File: src/rtl/testblock_core.sv
// rtl/testblock_core.sv - testblock user logic: CtrlPort registers, complex-gain payload pipeline, context pass-through
module testblock_core #(
  parameter int          CHDR_W   = 64,
  parameter logic [15:0] GAIN_RST = 16'h4000,
  parameter logic [31:0] COMPAT   = 32'h0001_0000
) (
  input  logic              axis_data_clk,
  input  logic              axis_data_rst,
  input  logic              s_ctrlport_req_wr,
  input  logic              s_ctrlport_req_rd,
  input  logic [19:0]       s_ctrlport_req_addr,
  input  logic [31:0]       s_ctrlport_req_data,
  output logic              s_ctrlport_resp_ack,
  output logic [31:0]       s_ctrlport_resp_data,
  input  logic [31:0]       s_in_payload_tdata,
  input  logic              s_in_payload_tkeep,
  input  logic              s_in_payload_tlast,
  input  logic              s_in_payload_tvalid,
  output logic              s_in_payload_tready,
  input  logic [CHDR_W-1:0] s_in_context_tdata,
  input  logic [3:0]        s_in_context_tuser,
  input  logic              s_in_context_tlast,
  input  logic              s_in_context_tvalid,
  output logic              s_in_context_tready,
  output logic [31:0]       m_out_payload_tdata,
  output logic              m_out_payload_tkeep,
  output logic              m_out_payload_tlast,
  output logic              m_out_payload_tvalid,
  input  logic              m_out_payload_tready,
  output logic [CHDR_W-1:0] m_out_context_tdata,
  output logic [3:0]        m_out_context_tuser,
  output logic              m_out_context_tlast,
  output logic              m_out_context_tvalid,
  input  logic              m_out_context_tready
);

  localparam logic [19:0] ADDR_GAIN   = 20'h00000;
  localparam logic [19:0] ADDR_CTRL   = 20'h00004;
  localparam logic [19:0] ADDR_PKTCNT = 20'h00008;
  localparam logic [19:0] ADDR_COMPAT = 20'h0000C;

  logic        r_ack;
  logic [31:0] r_rdata;
  logic [15:0] r_gain;
  logic        r_bypass;
  logic [31:0] r_pkt_count;
  logic [31:0] w_rd_mux;

  logic        r_sop;
  logic [15:0] r_active_gain;
  logic        r_active_bypass;
  logic [15:0] w_gain_sel;
  logic        w_bypass_sel;

  logic               w_en;
  logic               w_in_hs;
  logic               w_out_hs;
  logic signed [31:0] w_in_i;
  logic signed [31:0] w_in_q;
  logic signed [31:0] w_gain_ext;

  logic               r_v1;
  logic signed [31:0] r_prod_i;
  logic signed [31:0] r_prod_q;
  logic [31:0]        r_s1_raw;
  logic               r_s1_bypass;
  logic               r_s1_keep;
  logic               r_s1_last;
  logic signed [31:0] w_rnd_i;
  logic signed [31:0] w_rnd_q;

  logic              r_v2;
  logic [31:0]       r_s2_data;
  logic              r_s2_keep;
  logic              r_s2_last;

  logic              r_cv;
  logic [CHDR_W-1:0] r_c_data;
  logic [3:0]        r_c_user;
  logic              r_c_last;
  logic              w_c_en;

  logic w_unused;
  assign w_unused = ^s_ctrlport_req_data[31:16];

  function automatic logic [15:0] sat16(input logic signed [31:0] v);
    if (v > 32'sd32767)
      return 16'h7FFF;
    else if (v < -32'sd32768)
      return 16'h8000;
    else
      return v[15:0];
  endfunction

  always_comb begin
    w_rd_mux = 32'h0;
    case (s_ctrlport_req_addr)
      ADDR_GAIN:   w_rd_mux = {16'h0, r_gain};
      ADDR_CTRL:   w_rd_mux = {31'h0, r_bypass};
      ADDR_PKTCNT: w_rd_mux = r_pkt_count;
      ADDR_COMPAT: w_rd_mux = COMPAT;
      default:     w_rd_mux = 32'h0;
    endcase
  end

  // Read data is sampled before the write lands, so a combined wr+rd returns the old value.
  always_ff @(posedge axis_data_clk or posedge axis_data_rst) begin
    if (axis_data_rst) begin
      r_ack    <= 1'b0;
      r_rdata  <= 32'h0;
      r_gain   <= GAIN_RST;
      r_bypass <= 1'b0;
    end else begin
      r_ack   <= s_ctrlport_req_wr | s_ctrlport_req_rd;
      r_rdata <= s_ctrlport_req_rd ? w_rd_mux : 32'h0;
      if (s_ctrlport_req_wr) begin
        if (s_ctrlport_req_addr == ADDR_GAIN)
          r_gain <= s_ctrlport_req_data[15:0];
        if (s_ctrlport_req_addr == ADDR_CTRL)
          r_bypass <= s_ctrlport_req_data[0];
      end
    end
  end

  assign w_out_hs = r_v2 & m_out_payload_tready;

  always_ff @(posedge axis_data_clk or posedge axis_data_rst) begin
    if (axis_data_rst)
      r_pkt_count <= 32'h0;
    else if (s_ctrlport_req_wr && (s_ctrlport_req_addr == ADDR_PKTCNT))
      r_pkt_count <= 32'h0;
    else if (w_out_hs && r_s2_last)
      r_pkt_count <= r_pkt_count + 32'h1;
  end

  assign w_en    = ~r_v2 | m_out_payload_tready;
  assign w_in_hs = s_in_payload_tvalid & s_in_payload_tready;

  // The first beat of a packet must already see the freshly latched settings.
  assign w_gain_sel   = r_sop ? r_gain   : r_active_gain;
  assign w_bypass_sel = r_sop ? r_bypass : r_active_bypass;

  always_ff @(posedge axis_data_clk or posedge axis_data_rst) begin
    if (axis_data_rst) begin
      r_sop           <= 1'b1;
      r_active_gain   <= GAIN_RST;
      r_active_bypass <= 1'b0;
    end else if (w_in_hs) begin
      r_sop <= s_in_payload_tlast;
      if (r_sop) begin
        r_active_gain   <= r_gain;
        r_active_bypass <= r_bypass;
      end
    end
  end

  assign w_in_i     = {{16{s_in_payload_tdata[31]}}, s_in_payload_tdata[31:16]};
  assign w_in_q     = {{16{s_in_payload_tdata[15]}}, s_in_payload_tdata[15:0]};
  assign w_gain_ext = {{16{w_gain_sel[15]}}, w_gain_sel};

  always_ff @(posedge axis_data_clk or posedge axis_data_rst) begin
    if (axis_data_rst) begin
      r_v1        <= 1'b0;
      r_prod_i    <= 32'sh0;
      r_prod_q    <= 32'sh0;
      r_s1_raw    <= 32'h0;
      r_s1_bypass <= 1'b0;
      r_s1_keep   <= 1'b0;
      r_s1_last   <= 1'b0;
    end else if (w_en) begin
      r_v1 <= s_in_payload_tvalid;
      if (s_in_payload_tvalid) begin
        r_prod_i    <= w_in_i * w_gain_ext;
        r_prod_q    <= w_in_q * w_gain_ext;
        r_s1_raw    <= s_in_payload_tdata;
        r_s1_bypass <= w_bypass_sel;
        r_s1_keep   <= s_in_payload_tkeep;
        r_s1_last   <= s_in_payload_tlast;
      end
    end
  end

  // Q1.14 product back to Q15 with round-half-up.
  assign w_rnd_i = (r_prod_i + 32'sd8192) >>> 14;
  assign w_rnd_q = (r_prod_q + 32'sd8192) >>> 14;

  always_ff @(posedge axis_data_clk or posedge axis_data_rst) begin
    if (axis_data_rst) begin
      r_v2      <= 1'b0;
      r_s2_data <= 32'h0;
      r_s2_keep <= 1'b0;
      r_s2_last <= 1'b0;
    end else if (w_en) begin
      r_v2 <= r_v1;
      if (r_v1) begin
        r_s2_data <= r_s1_bypass ? r_s1_raw : {sat16(w_rnd_i), sat16(w_rnd_q)};
        r_s2_keep <= r_s1_keep;
        r_s2_last <= r_s1_last;
      end
    end
  end

  assign w_c_en = ~r_cv | m_out_context_tready;

  always_ff @(posedge axis_data_clk or posedge axis_data_rst) begin
    if (axis_data_rst) begin
      r_cv     <= 1'b0;
      r_c_data <= '0;
      r_c_user <= 4'h0;
      r_c_last <= 1'b0;
    end else if (w_c_en) begin
      r_cv <= s_in_context_tvalid;
      if (s_in_context_tvalid) begin
        r_c_data <= s_in_context_tdata;
        r_c_user <= s_in_context_tuser;
        r_c_last <= s_in_context_tlast;
      end
    end
  end

  assign s_ctrlport_resp_ack  = r_ack;
  assign s_ctrlport_resp_data = r_rdata;
  // Readies are forced low while reset is held so every output reads 0.
  assign s_in_payload_tready  = w_en & ~axis_data_rst;
  assign s_in_context_tready  = w_c_en & ~axis_data_rst;
  assign m_out_payload_tdata  = r_s2_data;
  assign m_out_payload_tkeep  = r_s2_keep;
  assign m_out_payload_tlast  = r_s2_last;
  assign m_out_payload_tvalid = r_v2;
  assign m_out_context_tdata  = r_c_data;
  assign m_out_context_tuser  = r_c_user;
  assign m_out_context_tlast  = r_c_last;
  assign m_out_context_tvalid = r_cv;

endmodule

File: config.mk
export PLATFORM = sky130hd
export DESIGN_NAME = testblock_core
export DESIGN_NICKNAME = d
export VERILOG_FILES = /design/src/rtl/testblock_core.sv
export SDC_FILE = /design/constraint.sdc
export NUM_CORES = 2
export LEC_CHECK = 0
export ABC_AREA = 1
export CORE_ASPECT_RATIO = 2
export CORE_UTILIZATION = 50
export DETAILED_ROUTE_END_ITERATION = 10
export PLACE_DENSITY = 0.71
export SLEW_MARGIN = 20
export SYNTH_ARGS = -nofsm -noshare
export SYNTH_HDL_FRONTEND = slang
export SYNTH_SLANG_ARGS = --single-unit
export TNS_END_PERCENT = 30
File: constraint.sdc
create_clock -name axis_data_clk -period 11.87 [get_ports axis_data_clk]
set_input_delay 1.187 -clock axis_data_clk [delete_from_list [all_inputs] [get_ports axis_data_clk]]
set_output_delay 1.187 -clock axis_data_clk [all_outputs]
set_load 0.005 [all_outputs]
==> flow_metrics.tcl <==
set metrics [dict create \
    tritoncts "done" \
    clock_path_buffers 3 \
    path_class "reg -> reg" \
    hp-start "r_v1" \
    seq_area_um2 6990 \
    synthAdderAreaFrac 0.378 \
    clk_latency_ns 0.54 \
    fillers 6084 \
    grt_util_all_layers 0.297 \
    fin_nets 5092 \
    grt_setup_unrepaired "false" \
    r2r-start "r_sop" \
    synth_area_leaders "fa_1, dfrtp_1, nand2_1" \
    rows 132 \
    cts_root_buf "clkbuf_16" \
    grt_pass1_wl_mm 151 \
    cts.repair_timing.setup_buffer_count 0 \
    dpl.hpwl_mm 78.9 \
    synth_flop_cell "dfrtp_1" \
    synth-xor-area-share 0.0168 \
    syn_area_per_cell_um2 8.15 \
    drtAntennaViolNets 0 \
    synth_top_family_by_area "adder cells" \
    clock_skew_ns 0.0170 \
    cts_num_sinks 279 \
    drv_cap 0 \
    tightest_slew_ns 1.01 \
    whs_path_depth 2 \
    netlist_area_um2 32900 \
    place.port_buffers 286 \
    multiInputGateArea_um2 22200 \
    fin_crit_sh 0.683 \
    status "finished, final reports clean" \
    drv_slew 0 \
    slew_headroom 0.320 \
    die_area_um2 67000 \
    synth_edf_count 0 \
    firstDrtPassIters 7 \
    place.gp.congestion 0.941 \
    coreArea_um2 64900 \
    ioPinCount 303 \
    tns_ns 0 \
    route.detailed.drc 0 \
    max_freq_mhz 123 \
    vias 26991 \
    ys.warnings.count 0 \
    grt_pass1_vias 28479 \
    holdBufCountCts 0 \
    cp_max_fo 27 \
    muxShareOfSynthArea 0.0277 \
    drive_gt1_frac 0.0481 \
    yosys.area_share.simple 0.207 \
    via_per_inst 5.26 \
    timing.final.crit_period_ns 8.10 \
    synth_async_sr_flop_share 1.00 \
    synth-compound-area-share 0.0432 \
    hold_end "m_out_payload_tvalid" \
    synth_top_cell_by_area "fa_1" \
    htree_levels 1 \
    die_w_um 183 \
    end_kind "flop" \
    yosysSeqAreaShare 0.212 \
    antenna_found_initial 3 \
    grt_max_degree 165 \
    reg2reg_setup_slack_ns 3.77 \
    cts_made_buffers 22 \
    hold_class "reg -> reg" \
    synthCells 4040 \
    start_kind "flop" \
    arrival_ns 8.52 \
    ys_types 47 \
    synth_nets 4886 \
    wl_mm 96.4 \
    cts.clk_slew.worst_paths_ns 0.08 \
    synth_top_area_share 0.317 \
    r2r_cells 24 \
    wl_per_cell_um 18.8 \
    synth_seq_cells 279 \
    die_h_um 365 \
    first_iter_violations 1571 \
    r2r_end "r_prod_i[30]" \
    setup-violations-final 0 \
    overflow 0 \
    synthToLayoutAreaGrowth_pct 13.4 \
    timing_hold_violations_final 0 \
    initial_core_util 0.507 \
    cp.required_ns 12.29 \
    cts_resized 0 \
]
[final cells by class]
type | instances | share of cell area
Multi-Input combinational cell | 2769 | 0.594
Sequential cell | 279 | 0.187
Inverter | 869 | 0.0875
Timing Repair Buffer | 305 | 0.0808
Tap cell | 871 | 0.0292
Clock buffer | 27 | 0.0161
Clock inverter | 13 | 0.00486
Antenna cell | 1 | 0.0000670
[metal layers]
metal / global-route usage / part of all wire
met1: 0.307 / 0.34
met2: 0.552 / 0.53
met3: 0.0351 / 0.062
met4: 0.205 / 0.075
met5: 0 / 0.00027
[critical path: stages, from the launching register on]
cell,delay [ns]
dfstp_2,0.78
inv_1,0.30
or2_2,0.34
nand2_1,0.47
clkinv_1,0.99
nand2_1,0.31
fa_1,0.44
inv_1,0.08
fa_1,0.47
fa_1,0.61
fa_1,0.44
fa_1,0.49
inv_1,0.05
fa_1,0.47
inv_1,0.04
ha_1,0.34
inv_1,0.09
o21bai_1,0.22
a21oi_1,0.18
o21ai_0,0.36
a21oi_1,0.14
nand2_1,0.09
nand2_1,0.05
nand3_1,0.12
nand2_1,0.07
[stage by stage]
stage | worst slack (ns) | instances | util | hold WS [ns] | instance area, um2
2_1_floorplan | 2.99 | 4040 | - | 0.431 | 32900
3_3_place_gp | 3.93 | 5093 | 0.563 | 0.445 | 36600
3_5_place_dp | 3.91 | 5093 | 0.563 | 0.452 | 36600
4_1_cts | 3.88 | 5133 | 0.575 | 0.473 | 37300
5_1_grt | 3.28 | 5134 | 0.575 | 0.497 | 37300
6_report | 3.77 | 5134 | 0.575 | 0.469 | 37300
[worst max-delay path by stage]
stage / startpoint / endpoint / slack (ns) / cells after the start
2_1_floorplan: axis_data_rst / m_out_context_tdata[0] / 2.99 / 1
3_3_place_gp: r_sop / r_prod_i[31] / 3.93 / 26
3_5_place_dp: r_sop / r_prod_q[31] / 3.91 / 25
4_1_cts: r_sop / r_prod_i[31] / 3.88 / 26
5_1_grt: r_sop / r_prod_i[30] / 3.28 / 24
6_report: r_sop / r_prod_i[30] / 3.77 / 24
[sequential cells by signal, summed over array words and instances, names as in the netlist, 4 cells and up]
register	cells
r_active_gain	16
m_out_context_tuser	4
r_gain	16
m_out_payload_tdata	32
r_prod_i	19
s_ctrlport_resp_data	32
r_pkt_count	32
r_prod_q	19
r_s1_raw	32
m_out_context_tdata	64
[placed cells by master (no fill, tap or decap), types with 5 or more instances in the layout]
cell,count
a21oi_1,84
a31oi_1,10
and3_1,5
buf_4,18
clkbuf_16,23
clkdlybuf4s50_1,286
clkinv_1,17
dfrtp_1,276
fa_1,522
ha_1,161
inv_1,845
inv_2,6
mux2_2,81
nand2_1,901
nand2_2,15
nand3_1,120
nand3b_1,9
nand4_1,29
nor2_1,529
nor2_2,7
nor3_1,35
nor4_1,6
o21a_1,7
o21ai_0,116
o21ai_1,5
o21ai_2,5
o21bai_1,18
or2_2,18
xnor2_1,19
xor2_1,44
[cell usage after synthesis, types with 2 or more instances]
master    count
a21boi_0      4
a21o_1        4
a21oi_1      84
a21oi_4       2
a31oi_1      10
and3_1        5
buf_1        13
buf_2         6
buf_6         2
clkbuf_1     98
clkinv_1     17
dfrtp_1     276
dfstp_2       3
fa_1        522
ha_1        161
inv_1       846
inv_2         6
mux2_2       81
nand2_1     903
nand2_2      14
nand2_4       2
nand3_1     120
nand3_2       2
nand3b_1      9
nand4_1      29
nor2_1      529
nor2_2        7
nor2_4        2
nor3_1       35
nor4_1        6
o21a_1        7
o21ai_0     119
o21ai_1       7
o21bai_1     18
or2_2        18
xnor2_1      19
xor2_1       44
[cells by family (layout without fill, tap and decap cells)]
group | count (synthesis) | count (layout)
AO/OA/AOI/OAI | 258 | 258
flip-flops | 279 | 279
buffers and inverters | 992 | 1214
multiplexers | 81 | 81
XOR/XNOR | 63 | 63
AND/OR/NAND/NOR | 1684 | 1684
adder cells (fa/ha/maj) | 683 | 683
other | 0 | 1
Power is not shown: default switching activity piles up to over one toggle a cycle in this logic, so the estimate is an artifact.
